`config.mk`:
```
export PLATFORM = sky130hd
export DESIGN_NAME = mem_responder
export DESIGN_NICKNAME = d
export VERILOG_FILES = /design/src/rtl/mem_responder.sv
export SDC_FILE = /design/constraint.sdc
export NUM_CORES = 2
export LEC_CHECK = 0
export CAP_MARGIN = 20
export CORE_MARGIN = 1
export CORE_UTILIZATION = 47
export DETAILED_ROUTE_END_ITERATION = 8
export PLACE_DENSITY = 0.77
export SLEW_MARGIN = 20
export SYNTH_ARGS = -nofsm -noshare
export SYNTH_HDL_FRONTEND = slang
export SYNTH_SLANG_ARGS = --single-unit
export TNS_END_PERCENT = 1
```
`constraint.sdc`:
```
create_clock -name clock -period 65.7 [get_ports clock]
set_input_delay 6.57 -clock clock [delete_from_list [all_inputs] [get_ports clock]]
set_output_delay 6.57 -clock clock [all_outputs]
set_load 0.005 [all_outputs]
```
`src/rtl/mem_responder.sv`:
```
// mem_responder: fixed-latency word memory with sized writes and pipelined address-error reporting
module mem_responder #(
  parameter int DEPTH_WORDS = 64,
  parameter int READ_LAT    = 2
) (
  input  logic        clock,
  input  logic        reset,
  input  logic [31:0] Address,
  input  logic        MemWr,
  input  logic [1:0]  Size,
  input  logic [31:0] WriteData,
  output logic [31:0] ReadData,
  output logic        ReadValid,
  output logic        AddrError
);
  localparam int AW = $clog2(DEPTH_WORDS);
  logic [31:0] mem [DEPTH_WORDS];
  logic [31:0] pd [READ_LAT];
  logic [READ_LAT-1:0] pe, pv;
  logic [AW-1:0] idx;
  logic oor, err, we;
  logic [31:0] wmask, wdata;
  // decode index, classify the request and build the lane mask/data for sized writes
  always_comb begin
    idx = Address[AW+1:2];
    oor = |Address[31:AW+2];
    err = oor | (MemWr & ((Size == 2'd3) | ((Size == 2'd0) & |Address[1:0]) | ((Size == 2'd1) & Address[0])));
    we = MemWr & ~err;
    wmask = (Size == 2'd0) ? 32'hFFFF_FFFF :
            (Size == 2'd1) ? 32'h0000_FFFF << {Address[1], 4'b0} :
                             32'h0000_00FF << {Address[1:0], 3'b0};
    wdata = (Size == 2'd0) ? WriteData :
            (Size == 2'd1) ? {2{WriteData[15:0]}} :
                             {4{WriteData[7:0]}};
  end
  // storage: lane-merged write on legal requests; reset clears every word
  always_ff @(posedge clock or posedge reset)
    if (reset)
      for (int i = 0; i < DEPTH_WORDS; i++) mem[i] <= '0;
    else if (we)
      mem[idx] <= (mem[idx] & ~wmask) | (wdata & wmask);
  // read pipeline: stage 0 samples old contents (read-before-write), later stages shift
  always_ff @(posedge clock or posedge reset)
    if (reset) begin
      for (int i = 0; i < READ_LAT; i++) pd[i] <= '0;
      pe <= '0;
      pv <= '0;
    end else begin
      pd[0] <= err ? '0 : mem[idx];
      pe[0] <= err;
      pv[0] <= 1'b1;
      for (int i = 1; i < READ_LAT; i++) begin
        pd[i] <= pd[i-1];
        pe[i] <= pe[i-1];
        pv[i] <= pv[i-1];
      end
    end
  assign ReadData  = pd[READ_LAT-1];
  assign AddrError = pe[READ_LAT-1];
  assign ReadValid = pv[READ_LAT-1];
endmodule

```
==> results_dict.tcl <==
set metrics [dict create \
    p_per_area_mw_per_mm2 26.2 \
    clockBufferDepth 3 \
    ant_nets 0 \
    crit_path_end_kind "flip-flop" \
    hold_path_end "ReadData[23]" \
    worstMarginPinSlew_ns 1.27 \
    synth_fp_nets 9287 \
    wirelength_um 286000 \
    viasPerCell 6.23 \
    ys_ff_latch 2116 \
    relSlewSlack 0.152 \
    wl_met2_um 127000 \
    max_stage_delay_ns 1.00 \
    drtIter0Drc 8842 \
    rrSetupSlack_ns 61.46 \
    cpMostUsedCell "buf_4" \
    setup.worst_path.start_class "primary input" \
    violations "design-rule violations" \
    crit_type "primary input to flip-flop" \
    async_flop_share 1.00 \
    cts.htree.levels 4 \
    cpMaxStageDelayCell "a221oi_1" \
    critical_path_required_ns 66.38 \
    min_path_cells 0 \
    synthToLayoutAreaGrowth_pct 10.1 \
    final_area_mm2 0.103 \
    syn_area_per_cell_um2 10.1 \
    synth_edf_count 0 \
    post-route-util 0.520 \
    vias 72207 \
    synth_top_area_cell "dfrtp_1" \
    nFillCells 16688 \
    clk-insertion-delay-late_ns 0.87 \
    cp_data_arrival_time_ns 12.50 \
    syn_area_mm2 0.0931 \
    met1_length_um 107000 \
    hold_violations 0 \
    clock_skew_ns 0.0409 \
    worst-r2r-cell-count 7 \
    rows 163 \
    drive_above_1_share 0.0928 \
    synth_top_family_by_area "compound AO/OA/AOI/OAI gates" \
    routed.top_layer "met5" \
    crit_chain "buf_8, buf_4, buf_4, buf_4, mux4_2, a221oi_1, o2111ai_1, o31ai_4, buf_4, o21ai_0" \
    yosys_warnings 0 \
    power_mw 2.69 \
    status "finished with violations" \
    drc_errors 4 \
    wire_per_inst_um 24.7 \
    drv_cap 0 \
    portBuffers 102 \
    final_nets 8860 \
    rsz0062_at_grt "false" \
    grt_remaining_overflow 0 \
    synth_top_area_frac 0.568 \
    synth_cell_type_count 70 \
    setup_viol 0 \
    fmax_mhz 84.6 \
    synth.yosys.seq_area_share 0.568 \
    grt_pass1_vias 71058 \
    route.met3.wl_um 32400 \
    clock-sinks 2116 \
    final-max-slew-violation-count 0 \
    synth-simple-area-share 0.117 \
    fin_setup_tns_ns 0 \
    initial_core_util 0.473 \
    path_clk_slew_ns 0.06 \
    hold_start "pd[55]" \
    cts_tree "yes" \
    r2r_end "mem[1640]" \
    r2r-start "mem[1608]" \
    grt_start_max_net_pins 182 \
    syn_inst 9218 \
    die_area_mm2 0.200 \
    leakage_nw 45.0 \
    synthMuxAreaShare 0.0941 \
    synthTopCellsByArea "dfrtp_1, o21ai_0, nand2_1" \
    path_max_fanout 56 \
    antenna_found_initial 8 \
    fp.dieW_um 447 \
    core_area_mm2 0.197 \
    postCtsSetupBuffers 0 \
    synth_adder_area_share 0 \
    grt_pass1_wl_um 436000 \
    root_buffer "clkbuf_16" \
    holdCritPathClass "flip-flop to flip-flop" \
    synthFlopType "dfrtp_1" \
    grt_usage 0.287 \
    min_period_ns 11.83 \
    synth_xor_area_frac 0 \
    ir_worst_vdd_uv 24.2 \
    cts_resized 0 \
    hpwl_um 165000 \
    min_period_over_period 0.180 \
    globalplace.congestion 0.947 \
    hold_buffers 0 \
    dr.pass1.iters 8 \
    dpl_cell_area_mm2 0.0955 \
    pin_count 103 \
    die-height_um 447 \
    synth-compound-area-share 0.173 \
    cts_made_buffers 199 \
]
-- flip-flops by register name, summed over array words and instances, names as in the netlist --
register / count
ReadData: 32
pv: 2
mem: 2048
pd: 32
pe: 2
-- where the power goes --
part | switching, mW | internal [mW] | total, mW
clock network | 0.513 | 0.699 | 1.21
logic | 0.139 | 0.0352 | 0.174
registers | 0.0000292 | 1.30 | 1.30
-- logic make-up (layout without fill, tap and decap cells) --
kind of cell,Yosys count,count (layout)
other cells,1,3
flops,2116,2116
simple gates,2672,2672
compound gates,2749,2749
buf+inv,998,733
mux,682,682
-- how the worst max path moves through the flow --
stage          slack (ns)     endpoint       start  cells after the start
6_report            53.87    mem[1640]  Address[3]                     10
5_1_grt             53.16    mem[1147]       reset                      8
4_1_cts             53.56    mem[1525]       reset                      8
3_5_place_dp        52.65    mem[1147]       reset                      8
3_3_place_gp        52.86    mem[2006]       reset                      8
2_1_floorplan       29.74  ReadData[0]       reset                      1
-- synth_stat cells, drive strengths merged, types with 52 or more instances --
| cell type | instances |
|---|---|
| o32ai | 60 |
| a22oi | 169 |
| mux4 | 155 |
| nor3 | 58 |
| a31oi | 150 |
| nor2 | 140 |
| buf | 239 |
| o21ai | 2019 |
| clkbuf | 693 |
| a221oi | 60 |
| dfrtp | 2116 |
| o22a | 54 |
| mux2i | 526 |
| nand2 | 2155 |
| o22ai | 52 |
| inv | 66 |
| nand3 | 145 |
-- routing by layer --
| metal | vias up | global-route usage |
|---|---|---|
| met1 | 35945 | 0.370 |
| met4 | 6 | 0.170 |
| met5 | - | 0 |
| li1 | 31340 | - |
| met2 | 3988 | 0.440 |
| met3 | 928 | 0.0705 |
-- per-stage QoR --
step / hold slack (ns) / cells / worst slack (ns)
6_report: 0.346 / 11595 / 53.87
3_5_place_dp: 0.336 / 11225 / 52.65
4_1_cts: 0.350 / 11588 / 53.56
3_3_place_gp: 0.333 / 11224 / 52.86
2_1_floorplan: 0.331 / 9218 / 29.74
5_1_grt: 0.346 / 11593 / 53.16
-- final cells by class --
cell class,instances,area [um^2],area share
timing repair buffer,304,2700,0.0263
multi-input combinational,6104,36400,0.355
tap,2640,3300,0.0322
antenna,2,5.00,0.0000488
clock buffer,290,5940,0.0580
inverter,66,253,0.00247
sequential,2116,53000,0.516
clock inverter,73,983,0.00959
-- worst max-delay path: cells and delay by family --
family	cells	cell delay, ns
buf+inv	5	2.72
compound gates	4	2.46
mux	1	0.58
-- layout by cell type, fill, tap and decap left out, types with 15 or more instances in the layout --
cell             netlist  layout
a22oi_1              169     169
nor4b_1               31      30
clkdlybuf4s50_1        0      99
buf_4                 63     186
and4_1                31      31
o21ai_0             1811    1811
clkbuf_16              0     200
nand3_2                0      44
nor2_1               139     138
a22o_1                20      20
nor3_1                58      56
clkbuf_8               0      60
nand4_1               31      31
nand2_1             2155    2155
o32ai_1               60      60
a221oi_1              60      58
mux4_2               155     155
o31ai_1               16      16
o22a_1                54      54
a221o_1               19      19
mux2i_1              526     526
o22ai_1               52      52
o31ai_4               24      29
o21ai_1              208     206
a31oi_1              150     150
inv_1                 64      62
dfrtp_1             2116    2116
a2111o_1              15      15
bufinv_16              0      18
clkbuf_1             634      30
nand3_1              145      89
o31a_1                15      15
clkinv_2               0      37
No activity file was read; power rests on OpenSTA's default activity.
